`config.mk`:
```
export PLATFORM = sky130hd
export DESIGN_NAME = nf_uart_fifo
export DESIGN_NICKNAME = d
export VERILOG_FILES = /design/src/rtl/nf_uart_pkg.sv /design/src/rtl/nf_uart_fifo_sync.sv /design/src/rtl/nf_uart_fifo.sv
export SDC_FILE = /design/constraint.sdc
export NUM_CORES = 1
export LEC_CHECK = 0
export ABC_AREA = 1
export CAP_MARGIN = 40
export CORE_ASPECT_RATIO = 1.25
export CORE_MARGIN = 5
export CORE_UTILIZATION = 40
export CTS_BUF_LIST = sky130_fd_sc_hd__clkbuf_2 sky130_fd_sc_hd__clkbuf_4 sky130_fd_sc_hd__clkbuf_8
export CTS_CLUSTER_SIZE = 10
export DETAILED_ROUTE_END_ITERATION = 8
export PLACE_DENSITY_LB_ADDON = 0.05
export SLEW_MARGIN = 20
export SYNTH_ARGS = -nofsm -noshare
export SYNTH_HDL_FRONTEND = slang
export SYNTH_SLANG_ARGS = --single-unit
```
`constraint.sdc`:
```
create_clock -name clk -period 4.1 [get_ports clk]
set_input_delay 0.41 -clock clk [delete_from_list [all_inputs] [get_ports clk]]
set_output_delay 0.41 -clock clk [all_outputs]
set_load 0.005 [all_outputs]
```
`src/rtl/nf_uart_pkg.sv`:
```
// Shared definitions for the buffered nanoFOX UART: register offsets, bit
// positions, FSM state encodings and the parity helper.
package nf_uart_pkg;

   // Word offsets as seen on addr[4:2].
   localparam logic [2:0] REG_CR = 3'd0;
   localparam logic [2:0] REG_TX = 3'd1;
   localparam logic [2:0] REG_RX = 3'd2;
   localparam logic [2:0] REG_DR = 3'd3;
   localparam logic [2:0] REG_SR = 3'd4;

   localparam int CR_TR_EN   = 0;
   localparam int CR_REC_EN  = 1;
   localparam int CR_PAR_EN  = 2;
   localparam int CR_PAR_ODD = 3;
   localparam int CR_STOP2   = 4;
   localparam int CR_TX_CLR  = 5;
   localparam int CR_RX_CLR  = 6;

   localparam int SR_TX_FULL   = 0;
   localparam int SR_TX_EMPTY  = 1;
   localparam int SR_RX_FULL   = 2;
   localparam int SR_RX_EMPTY  = 3;
   localparam int SR_RX_OVF    = 4;
   localparam int SR_PAR_ERR   = 5;
   localparam int SR_FRAME_ERR = 6;
   localparam int SR_TX_BUSY   = 7;
   localparam int SR_TX_OVF    = 8;
   localparam int SR_RX_COUNT  = 16;
   localparam int SR_TX_COUNT  = 24;

   localparam logic [15:0] DR_MIN = 16'd2;

   typedef enum logic [2:0] {
      TX_IDLE, TX_START, TX_DATA, TX_PARITY, TX_STOP
   } tx_state_t;

   typedef enum logic [2:0] {
      RX_IDLE, RX_START, RX_DATA, RX_PARITY, RX_STOP
   } rx_state_t;

   function automatic logic parity_bit(input logic [7:0] d, input logic odd);
      return (^d) ^ odd;
   endfunction

endpackage

```
`src/rtl/nf_uart_fifo_sync.sv`:
```
// Synchronous FIFO with clear. A push while full is accepted only when a
// pop happens in the same cycle; a pop while empty is ignored.
module nf_uart_fifo_sync #(
   parameter int DEPTH = 8,
   parameter int W     = 8
) (
   input  logic                     clk,
   input  logic                     resetn,
   input  logic                     clr,
   input  logic                     push,
   input  logic                     pop,
   input  logic [W-1:0]             wdata,
   output logic [W-1:0]             data,
   output logic [$clog2(DEPTH):0]   count,
   output logic                     full,
   output logic                     empty
);

   localparam int AW = $clog2(DEPTH);
   localparam int CW = AW + 1;

   logic [W-1:0]  mem [DEPTH];
   logic [AW-1:0] wr_ptr;
   logic [AW-1:0] rd_ptr;
   logic          do_push;
   logic          do_pop;

   assign empty   = (count == '0);
   assign full    = (count == CW'(DEPTH));
   assign do_pop  = pop && !empty;
   assign do_push = push && (!full || do_pop);
   assign data    = mem[rd_ptr];

   always_ff @(posedge clk) begin
      if (!resetn || clr) begin
         wr_ptr <= '0;
         rd_ptr <= '0;
         count  <= '0;
      end else begin
         if (do_push) wr_ptr <= wr_ptr + 1'b1;
         if (do_pop)  rd_ptr <= rd_ptr + 1'b1;
         if (do_push && !do_pop)
            count <= count + 1'b1;
         else if (!do_push && do_pop)
            count <= count - 1'b1;
      end
   end

   always_ff @(posedge clk) begin
      if (resetn && !clr && do_push)
         mem[wr_ptr] <= wdata;
   end

endmodule

```
`src/rtl/nf_uart_fifo.sv`:
```
// Buffered UART slave for the nanoFOX word bus: TX/RX FIFOs, optional
// parity, 1/2 stop bits, sticky W1C error flags, mid-bit RX sampling.
module nf_uart_fifo
   import nf_uart_pkg::*;
#(
   parameter int FIFO_DEPTH = 8,
   parameter int DR_RST     = 434
) (
   input  logic        clk,
   input  logic        resetn,
   input  logic [31:0] addr,
   input  logic        we,
   input  logic [31:0] wd,
   output logic [31:0] rd,
   output logic        uart_tx,
   input  logic        uart_rx
);

   localparam int CW = $clog2(FIFO_DEPTH) + 1;

   logic [2:0]  reg_sel;
   logic        wr_cr, wr_tx, wr_rx, wr_dr, wr_sr;
   logic        tr_en, rec_en, par_en, par_odd, stop2;
   logic [15:0] dr;
   logic        tx_ovf, rx_ovf, par_err, frame_err;
   logic        tx_clr, rx_clr;

   logic [7:0]    tx_head, rx_head;
   logic [CW-1:0] tx_count, rx_count;
   logic          tx_full, tx_empty, rx_full, rx_empty;

   logic unused_bits;
   assign unused_bits = ^{addr[31:5], addr[1:0], wd[31:16]};

   assign reg_sel = addr[4:2];
   assign wr_cr   = we && (reg_sel == REG_CR);
   assign wr_tx   = we && (reg_sel == REG_TX);
   assign wr_rx   = we && (reg_sel == REG_RX);
   assign wr_dr   = we && (reg_sel == REG_DR);
   assign wr_sr   = we && (reg_sel == REG_SR);
   assign tx_clr  = wr_cr && wd[CR_TX_CLR];
   assign rx_clr  = wr_cr && wd[CR_RX_CLR];

   // ---------------- TX engine ----------------
   tx_state_t   tx_state, tx_next;
   logic [15:0] tx_cnt, tx_dr;
   logic [2:0]  tx_bit;
   logic [7:0]  tx_shift;
   logic        tx_par, tx_par_en, tx_stop2, tx_stop_second;
   logic        tx_tick, tx_last_stop, tx_start, tx_busy;

   assign tx_tick      = (tx_cnt == tx_dr - 16'd1);
   assign tx_last_stop = (tx_state == TX_STOP) && tx_tick && (!tx_stop2 || tx_stop_second);
   // A new frame may start straight out of the last stop bit, so back-to-back bytes have no gap.
   assign tx_start     = tr_en && !tx_empty && !tx_clr &&
                         ((tx_state == TX_IDLE) || tx_last_stop);

   always_ff @(posedge clk) begin
      if (!resetn) tx_state <= TX_IDLE;
      else         tx_state <= tx_next;
   end

   always_comb begin
      tx_next = tx_state;
      case (tx_state)
         TX_IDLE:   if (tx_start) tx_next = TX_START;
         TX_START:  if (tx_tick) tx_next = TX_DATA;
         TX_DATA:   if (tx_tick && tx_bit == 3'd7) tx_next = tx_par_en ? TX_PARITY : TX_STOP;
         TX_PARITY: if (tx_tick) tx_next = TX_STOP;
         TX_STOP:   if (tx_last_stop) tx_next = tx_start ? TX_START : TX_IDLE;
         default:   tx_next = TX_IDLE;
      endcase
   end

   always_comb begin
      uart_tx = 1'b1;
      tx_busy = 1'b1;
      case (tx_state)
         TX_IDLE:   tx_busy = 1'b0;
         TX_START:  uart_tx = 1'b0;
         TX_DATA:   uart_tx = tx_shift[0];
         TX_PARITY: uart_tx = tx_par;
         default:   uart_tx = 1'b1;
      endcase
   end

   always_ff @(posedge clk) begin
      if (!resetn) begin
         tx_cnt         <= '0;
         tx_dr          <= 16'(DR_RST);
         tx_bit         <= '0;
         tx_shift       <= '0;
         tx_par         <= 1'b0;
         tx_par_en      <= 1'b0;
         tx_stop2       <= 1'b0;
         tx_stop_second <= 1'b0;
      end else if (tx_start) begin
         tx_cnt         <= '0;
         tx_dr          <= dr;
         tx_bit         <= '0;
         tx_shift       <= tx_head;
         tx_par         <= parity_bit(tx_head, par_odd);
         tx_par_en      <= par_en;
         tx_stop2       <= stop2;
         tx_stop_second <= 1'b0;
      end else if (tx_state != TX_IDLE) begin
         if (tx_tick) begin
            tx_cnt <= '0;
            if (tx_state == TX_DATA) begin
               tx_shift <= {1'b0, tx_shift[7:1]};
               tx_bit   <= tx_bit + 1'b1;
            end
            if (tx_state == TX_STOP) tx_stop_second <= 1'b1;
         end else begin
            tx_cnt <= tx_cnt + 16'd1;
         end
      end
   end

   // ---------------- RX engine ----------------
   rx_state_t   rx_state, rx_next;
   logic        rx_s1, rx_s2, rx_prev, rx_fall;
   logic [15:0] rx_cnt, rx_dr;
   logic [2:0]  rx_bit;
   logic [7:0]  rx_shift;
   logic        rx_par_en, rx_par_odd, rx_par_bad;
   logic        rx_half_tick, rx_tick, rx_stop_sample, rx_good;
   logic        frame_err_set, par_err_set, rx_ovf_set, tx_ovf_set;

   always_ff @(posedge clk) begin
      if (!resetn) begin
         rx_s1   <= 1'b1;
         rx_s2   <= 1'b1;
         rx_prev <= 1'b1;
      end else begin
         rx_s1   <= uart_rx;
         rx_s2   <= rx_s1;
         rx_prev <= rx_s2;
      end
   end

   assign rx_fall        = rx_prev && !rx_s2;
   assign rx_half_tick   = (rx_cnt == (rx_dr >> 1) - 16'd1);
   assign rx_tick        = (rx_cnt == rx_dr - 16'd1);
   assign rx_stop_sample = rec_en && (rx_state == RX_STOP) && rx_tick;
   assign frame_err_set  = rx_stop_sample && !rx_s2;
   assign par_err_set    = rx_stop_sample && rx_par_bad;

   always_ff @(posedge clk) begin
      if (!resetn) rx_state <= RX_IDLE;
      else         rx_state <= rx_next;
   end

   always_comb begin
      rx_next = rx_state;
      if (!rec_en) begin
         rx_next = RX_IDLE;
      end else begin
         case (rx_state)
            RX_IDLE:   if (rx_fall) rx_next = RX_START;
            RX_START:  if (rx_half_tick) rx_next = rx_s2 ? RX_IDLE : RX_DATA;
            RX_DATA:   if (rx_tick && rx_bit == 3'd7) rx_next = rx_par_en ? RX_PARITY : RX_STOP;
            RX_PARITY: if (rx_tick) rx_next = RX_STOP;
            RX_STOP:   if (rx_tick) rx_next = RX_IDLE;
            default:   rx_next = RX_IDLE;
         endcase
      end
   end

   always_ff @(posedge clk) begin
      if (!resetn) begin
         rx_cnt     <= '0;
         rx_dr      <= 16'(DR_RST);
         rx_bit     <= '0;
         rx_shift   <= '0;
         rx_par_en  <= 1'b0;
         rx_par_odd <= 1'b0;
         rx_par_bad <= 1'b0;
         rx_good    <= 1'b0;
      end else begin
         // The byte is pushed one clock after the stop sample.
         rx_good <= rx_stop_sample && rx_s2 && !rx_par_bad;
         case (rx_state)
            RX_IDLE: begin
               rx_cnt     <= '0;
               rx_bit     <= '0;
               rx_par_bad <= 1'b0;
               rx_dr      <= dr;
               rx_par_en  <= par_en;
               rx_par_odd <= par_odd;
            end
            RX_START: rx_cnt <= rx_half_tick ? 16'd0 : rx_cnt + 16'd1;
            default: begin
               if (rx_tick) begin
                  rx_cnt <= '0;
                  if (rx_state == RX_DATA) begin
                     rx_shift <= {rx_s2, rx_shift[7:1]};
                     rx_bit   <= rx_bit + 1'b1;
                  end
                  if (rx_state == RX_PARITY)
                     rx_par_bad <= (rx_s2 != parity_bit(rx_shift, rx_par_odd));
               end else begin
                  rx_cnt <= rx_cnt + 16'd1;
               end
            end
         endcase
      end
   end

   // ---------------- FIFOs ----------------
   nf_uart_fifo_sync #(.DEPTH(FIFO_DEPTH), .W(8)) u_tx_fifo (
      .clk(clk), .resetn(resetn), .clr(tx_clr),
      .push(wr_tx), .pop(tx_start), .wdata(wd[7:0]), .data(tx_head),
      .count(tx_count), .full(tx_full), .empty(tx_empty)
   );

   nf_uart_fifo_sync #(.DEPTH(FIFO_DEPTH), .W(8)) u_rx_fifo (
      .clk(clk), .resetn(resetn), .clr(rx_clr),
      .push(rx_good), .pop(wr_rx), .wdata(rx_shift), .data(rx_head),
      .count(rx_count), .full(rx_full), .empty(rx_empty)
   );

   assign tx_ovf_set = wr_tx && tx_full && !tx_start && !tx_clr;
   assign rx_ovf_set = rx_good && rx_full && !wr_rx && !rx_clr;

   // ---------------- Registers ----------------
   always_ff @(posedge clk) begin
      if (!resetn) begin
         tr_en     <= 1'b0;
         rec_en    <= 1'b0;
         par_en    <= 1'b0;
         par_odd   <= 1'b0;
         stop2     <= 1'b0;
         dr        <= 16'(DR_RST);
         tx_ovf    <= 1'b0;
         rx_ovf    <= 1'b0;
         par_err   <= 1'b0;
         frame_err <= 1'b0;
      end else begin
         if (wr_cr) begin
            tr_en   <= wd[CR_TR_EN];
            rec_en  <= wd[CR_REC_EN];
            par_en  <= wd[CR_PAR_EN];
            par_odd <= wd[CR_PAR_ODD];
            stop2   <= wd[CR_STOP2];
         end
         if (wr_dr) dr <= (wd[15:0] < DR_MIN) ? DR_MIN : wd[15:0];
         // A new event in the same cycle as a W1C wins over the clear.
         tx_ovf    <= (tx_ovf    && !(wr_sr && wd[SR_TX_OVF]))    || tx_ovf_set;
         rx_ovf    <= (rx_ovf    && !(wr_sr && wd[SR_RX_OVF]))    || rx_ovf_set;
         par_err   <= (par_err   && !(wr_sr && wd[SR_PAR_ERR]))   || par_err_set;
         frame_err <= (frame_err && !(wr_sr && wd[SR_FRAME_ERR])) || frame_err_set;
      end
   end

   always_comb begin
      rd = '0;
      case (reg_sel)
         REG_CR: begin
            rd[CR_TR_EN]   = tr_en;
            rd[CR_REC_EN]  = rec_en;
            rd[CR_PAR_EN]  = par_en;
            rd[CR_PAR_ODD] = par_odd;
            rd[CR_STOP2]   = stop2;
         end
         REG_RX: rd[7:0]  = rx_empty ? 8'h00 : rx_head;
         REG_DR: rd[15:0] = dr;
         REG_SR: begin
            rd[SR_TX_FULL]          = tx_full;
            rd[SR_TX_EMPTY]         = tx_empty;
            rd[SR_RX_FULL]          = rx_full;
            rd[SR_RX_EMPTY]         = rx_empty;
            rd[SR_RX_OVF]           = rx_ovf;
            rd[SR_PAR_ERR]          = par_err;
            rd[SR_FRAME_ERR]        = frame_err;
            rd[SR_TX_BUSY]          = tx_busy;
            rd[SR_TX_OVF]           = tx_ovf;
            rd[SR_RX_COUNT +: 8]    = 8'(rx_count);
            rd[SR_TX_COUNT +: 8]    = 8'(tx_count);
         end
         default: rd = '0;
      endcase
   end

endmodule
```
=== Yosys cells after proc, flatten, opt, wreduce, memory -nomap -nowiden ===
Memory sizes are Yosys's and may differ from the RTL's. A register that Yosys moved wholly into a read port is not among the register bits.
Index checks and enable logic that the tools add are counted.

* Flip-flop bits (word level): 148
* Latch bits: 0
* Bits in writable memories: 128
* Bits in read-only memories: 0
* Input bits: 68
* Output and inout port bits: 33
* Word-level logic and storage cells: 245
* Memories: 2

* Add/subtract/negate cells: 15
* Multiply operators: 0
* Divide/modulo/power cells: 0
* $lt $le $gt $ge: 1
* Eq/ne operators: 30
* Shift-type cells: 0
* Muxes and demuxes: 51
* Bitwise logic cells: 5
* Reduce and logical (&&, ||, !) cells: 104

{| class="wikitable"
|+ Memory list
! memory !! depth !! bits a word !! rd ports !! clocked after memory_dff !! wr ports !! line !! text
|-
| u_rx_fifo.mem || 8 || 8 || 1 || 1 || 1 || nf_uart_fifo_sync.sv:22 || <nowiki>logic [W-1:0] mem [DEPTH];</nowiki>
|-
| u_tx_fifo.mem || 8 || 8 || 1 || 1 || 1 || nf_uart_fifo_sync.sv:22 ||
|}

{| class="wikitable"
|+ Operators with widths
! operator !! number
|-
| $mux W16 || 4
|-
| $mux W3 || 18
|-
| $eq A16 B16 Y1 || 3
|-
| $logic_and A1 B1 Y1 || 47
|-
| $mux W8 || 5
|-
| $add A16 B1 Y16 const B || 2
|-
| $pmux W16 S2 || 1
|-
| $sub A16 B1 Y16 const B || 2
|-
| $pmux W3 S5 || 2
|-
| $logic_not A1 Y1 || 20
|-
| $ne A2 B2 Y1 const B || 10
|-
| $pmux W5 S4 || 1
|-
| $add A3 B1 Y3 const B || 6
|-
| $eq A3 B2 Y1 const B || 6
|-
| $reduce_and A3 Y1 || 6
|-
| $lt A16 B2 Y1 const B || 1
|-
| $mux W4 || 4
|-
| $reduce_bool A2 Y1 || 8
|-
| $reduce_xor A8 Y1 || 2
|-
| $sub A15 B1 Y16 const B || 1
|-
| $eq A3 B3 Y1 const B || 5
|-
| $mux W12 || 1
|-
| $logic_or A1 B1 Y1 || 10
|-
| $reduce_and A5 Y1 || 2
|-
| 19 further kinds || 39
|}

=== Longest topological paths before layout ===
* Depth after elaboration: 13
* Mapped depth: 28
* Depth with buffers taken out: 28

=== Modules after synthesis ===
Synthesis repeated with hierarchy kept, for this count alone.

* Cells, all modules: 1771
* Area, all modules: 14508.9 sq um

{| class="wikitable"
|+ By module, submodules not included
! module !! instances !! cells each !! area an instance (sq um) !! seq. area each (sq um)
|-
| nf_uart_fifo || 1 || 1152 || 7770.0 || 2562.5
|-
| nf_uart_fifo_sync (u_tx_fifo) || 1 || 318 || 3479.6 || 2182.1
|-
| nf_uart_fifo_sync (u_rx_fifo) || 1 || 301 || 3259.4 || 2182.1
|}

=== Worst setup path after synthesis ===
No wires, ideal clock.

* Kind: reg-to-reg
* Start: register tx_dr[0]
* End: register u_tx_fifo.count[3]
* Library setup time: 0.119 ns
* Arrival time: 3.043 ns
* Required time: 3.981 ns
* Path slack: 0.937 ns
* Cell stages (with the launch flop): 28
* Buffers on the path: 0
* Period minus slack after synthesis: 3.163 ns
* Path through: dfxtp_1 -> inv_1 -> ha_1 -> nand2_4 -> nor2_8 -> nand3_1 -> nand2_1 -> nand2_1 -> inv_2 -> nand2_1 -> nor2_2 -> nand4_1 -> nand2_2 -> nand2_4 -> nand2_2 -> nand2_2 -> inv_2 -> ha_1 -> inv_1 -> ha_1 -> a21oi_1 -> nor2_1 -> nor2_1 -> nor2_1 -> nor2_1 -> nand2_1 -> o21ai_0 -> a21oi_1

* Word-level cells in the longest chain between the ends: 12
* Elaborated cells between the ends (all ways): 15
* Classes of those cells: add/sub (1); eq/ne (1); mux (1); reduce/logical (12)

{| class="wikitable"
|+ RTL lines
! element !! line !! text
|-
| from (decl) || nf_uart_fifo.sv:46 || <nowiki>logic [15:0] tx_cnt, tx_dr;</nowiki>
|-
| from (signal assigned) || nf_uart_fifo.sv:90 || <nowiki>tx_dr <= 16'(DR_RST);</nowiki>
|-
| from (signal assigned) || nf_uart_fifo.sv:99 || <nowiki>tx_dr <= dr;</nowiki>
|-
| $sub A16 B1 Y16 * || nf_uart_fifo.sv:52 || <nowiki>assign tx_tick = (tx_cnt == tx_dr - 16'd1);</nowiki>
|-
| $eq A16 B16 Y1 * || nf_uart_fifo.sv:52 ||
|-
| $logic_and A1 B1 Y1 * (2 in a row) || nf_uart_fifo.sv:53 || <nowiki>assign tx_last_stop = (tx_state == TX_STOP) && tx_tick && (!tx_stop2 || tx_stop_second);</nowiki>
|-
| $logic_or A1 B1 Y1 * || nf_uart_fifo.sv:56 || <nowiki>((tx_state == TX_IDLE) || tx_last_stop);</nowiki>
|-
| $logic_and A1 B1 Y1 * || nf_uart_fifo.sv:55 || <nowiki>assign tx_start = tr_en && !tx_empty && !tx_clr &&</nowiki>
|-
| $logic_and A1 B1 Y1 * || nf_uart_fifo_sync.sv:30 || <nowiki>assign do_pop = pop && !empty;</nowiki>
|-
| $logic_or A1 B1 Y1 * || nf_uart_fifo_sync.sv:31 || <nowiki>assign do_push = push && (!full || do_pop);</nowiki>
|-
| $logic_and A1 B1 Y1 * || nf_uart_fifo_sync.sv:31 ||
|-
| via u_tx_fifo.do_push || nf_uart_fifo_sync.sv:25 || <nowiki>logic do_push;</nowiki>
|-
| $logic_not A1 Y1 || nf_uart_fifo_sync.sv:44 || <nowiki>else if (!do_push && do_pop)</nowiki>
|-
| $logic_and A1 B1 Y1 || nf_uart_fifo_sync.sv:44 ||
|-
| $reduce_bool A2 Y1 (no line) || -- ||
|-
| to (signal assigned) || nf_uart_fifo_sync.sv:43 || <nowiki>count <= count + 1'b1;</nowiki>
|-
| to (signal assigned) || nf_uart_fifo_sync.sv:45 || <nowiki>count <= count - 1'b1;</nowiki>
|-
| to (decl) || nf_uart_fifo_sync.sv:14 || <nowiki>output logic [$clog2(DEPTH):0] count,</nowiki>
|}

The timed path passes the listed nets; every way through them passes the cells marked *.
A chain may end at the register's enable or synchronous reset.

=== Worst setup path in the final report ===
Same ends and word-level chain as after synthesis.

==> flow_summary_export.csv <==
group,metric,value,unit
routing,drt_iter0_drc,573,
logic_synthesis,synth_top_area_cell,"edfxtp_1",
sta,period_minus_slack,3.59,ns
power_and_ir_drop,power.density,371,mW/mm^2
critical_path,critical_path_required,4.58,ns
critical_path,crit_top_cell,"nor2_1",
clock_tree,cts_resized,0,
logic_synthesis,syn_inst,1677,
clock_tree,cts_buffers,47,
critical_path,rr_worst_depth,27,
sta,hold_ws,0.309,ns
run,max-cap-violations,0,
logic_synthesis,synthTopCellsByCount,"nand2_1, nor2_1, inv_1",
sta,finalSetupViolCount,0,
power_and_ir_drop,leakagePower,6.22,nW
logic_synthesis,synth_warnings,0,
critical_path,crit_family,"simple AND/OR/NAND/NOR gates",
logic_synthesis,async_reset_ff_share,0,%
critical_path,cp-end-kind,"register",
floorplan,die-area,0.0388,sq mm
logic_synthesis,syn_area_per_cell,8.34,sq um
clock_tree,clock_latency,0.59,ns
clock_tree,cts_sinks,282,
routing,antenna_left,0,
logic_synthesis,synth_ff_type,"dfxtp_1",
logic_synthesis,synth-edff-count,128,
routing,drc,0,
floorplan,die-width,177,um
logic_synthesis,synth.ff_latch_count,282,
sta,slew_viol_final,0,
global_route,grt_pass1_wl,56.7,mm
sta,finalWorstSetupSlack,0.513,ns
floorplan,rows,76,
critical_path,worst-path-stages,27,
sta,maxSlewHeadroom,50.1,%
critical_path,slowest_delay,0.31,ns
logic_synthesis,synth_top_area_share,27.5,%
sta,rsz0062_at_grt,"false",
layout,fin_nets,1834,
sta,finalHoldViolCount,0,
place,gp_congestion,0.827,
floorplan,core,0.0345,sq mm
place,port_buffers,47,
critical_path,arrival,4.07,ns
floorplan,start_util,40.5,%
clock_tree,clock-root-buffer,"clkbuf_8",
clock_tree,clockBufferDepth,3,
logic_synthesis,syn_area,0.0140,sq mm
layout,num_antenna_cells,0,
clock_tree,cts_tree,"done",
critical_path,crit_fanout,7,
status,status,"finished clean",
layout,drive_above_1_share,8.82,%
global_route,overflow,0,
global_route,grt_pass1_vias,10526,
clock_tree,ctsHoldBuffers,0,
place,dpl.hpwl,25.2,mm
sta,fin_setup_tns,0,ns
critical_path,crit_buf_inv,4,
floorplan,ios,101,
routing,via_count,11049,
logic_synthesis,yosysMostFrequentCell,"nand2_1",
clock_tree,htreeDepth,2,
place,place_ws,0.497,ns
min_path,hold_depth,3,
logic_synthesis,synthTopCellsByArea,"edfxtp_1, dfxtp_1, nand2_1, nor2_1, o21ai_0",
critical_path,startpoint_type,"register",
floorplan,die_height,219,um
min_path,hold_class,"input port to register",
critical_path,slowest_stage,"dfxtp_1",
clock_tree,post_cts_buffers,0,
global_route,grt_max_degree,67,
sta,period_share,87.5,%
routing,wire_per_inst,15.8,um
critical_path,critPathKind,"register to register",
clock_tree,clkSlewWorstSetupHoldPaths,0.06,ns
routing,routed_wl,35.6,mm
logic_synthesis,ys_seq_area_share,49.5,%
global_route,grt_usage,18.3,%
layout,syn_to_final_growth,14.1,%
sta,max_freq,279,MHz
power_and_ir_drop,vdd_drop_max,0.239,mV
sta,worst_pin_slew,0.746,ns
routing,via_per_inst,4.92,
routing,drt-pass1-iter-count,6,
global_route,antenna_found_initial,1,
logic_synthesis,ys_types,55,
sta,skew,0.0288,ns
path summary, 6_finish.rpt:
check | from | endpoint | slack (ns)
min reg2reg | rx_s1 | rx_s2 | 0.41
min | resetn | u_tx_fifo.count[0] | 0.31
max | tx_dr[0] | u_tx_fifo.count[3] | 0.51
max reg2reg | tx_dr[0] | u_tx_fifo.count[3] | 0.51
metal layers:
layer | share of wire (%) | global-route usage (%) | vias to the layer above
li1 | - | - | 5705
met4 | 2.2 | 4.82 | 2
met1 | 44 | 23.3 | 5129
met5 | 0.056 | 0 | -
met2 | 50 | 32.3 | 160
met3 | 3.5 | 3.14 | 53
kinds of logic after synthesis:
logic type / Yosys count / synth area share (%)
muxes: 11 / 0.787
adders and majority gates: 22 / 2.07
xor gates and xnor gates: 103 / 6.45
buffers and inverters: 236 / 6.86
other: 1 / 0.0268
AOI/OAI and AO/OA: 297 / 11.9
DFF: 282 / 49.5
and+or+nand+nor: 725 / 22.4
sequential cells by signal (all words and copies together), names as in the netlist, 16 cells and up, named ones only:
name           count
rx_dr             16
tx_cnt            16
tx_dr             16
u_rx_fifo.mem     64
u_tx_fifo.mem     64
dr                16
rx_cnt            16
metrics by stage:
| stage | power (mW) | cells | instance area [sq um] | utilization (%) |
|---|---|---|---|---|
| 2_1_floorplan | 3.30 | 1684 | 14000 | - |
| 3_3_place_gp | 3.45 | 2161 | 15000 | 43.4 |
| 3_5_place_dp | 3.45 | 2163 | 15000 | 43.4 |
| 4_1_cts | 6.01 | 2248 | 16000 | 46.2 |
| 5_1_grt | 6.19 | 2248 | 16000 | 46.2 |
| 6_report | 5.91 | 2248 | 16000 | 46.2 |
cell usage in the layout, fill, tap and decap left out, types with 14 or more instances in the layout:
master | synthesis | routed
clkbuf_8 | 0 | 53
nand4_1 | 20 | 20
o211ai_1 | 14 | 14
nor3_1 | 24 | 24
buf_4 | 11 | 29
xor2_1 | 71 | 71
nor2_1 | 259 | 258
ha_1 | 20 | 20
o21ai_0 | 132 | 132
clkdlybuf4s50_1 | 0 | 46
nand3_1 | 72 | 72
inv_1 | 164 | 164
dfxtp_1 | 154 | 154
xnor2_1 | 32 | 32
clkbuf_4 | 0 | 23
edfxtp_1 | 128 | 128
a21oi_1 | 86 | 86
nand2_1 | 292 | 292
cell type report:
type / instances / area (sq um)
fillers: 3463 / 18600
flip-flops and latches: 282 / 6930
multi-input cells: 1166 / 6130
clock buffers: 76 / 902
repair buffers: 78 / 713
inverters: 169 / 639
well taps: 468 / 586
clock inverters: 9 / 58.8
tightest hold or removal path, stage by stage:
cell and delay (ns):
buf_2 0.13, nand2_1 0.25, a21oi_1 0.06
where the power goes:
group	internal (mW)	switching (mW)	leakage, nW
logic	0.142	0.252	3.25
registers	2.96	0.0358	2.45
clock network	1.40	1.13	0.520
(Power assumes the default switching activity.)
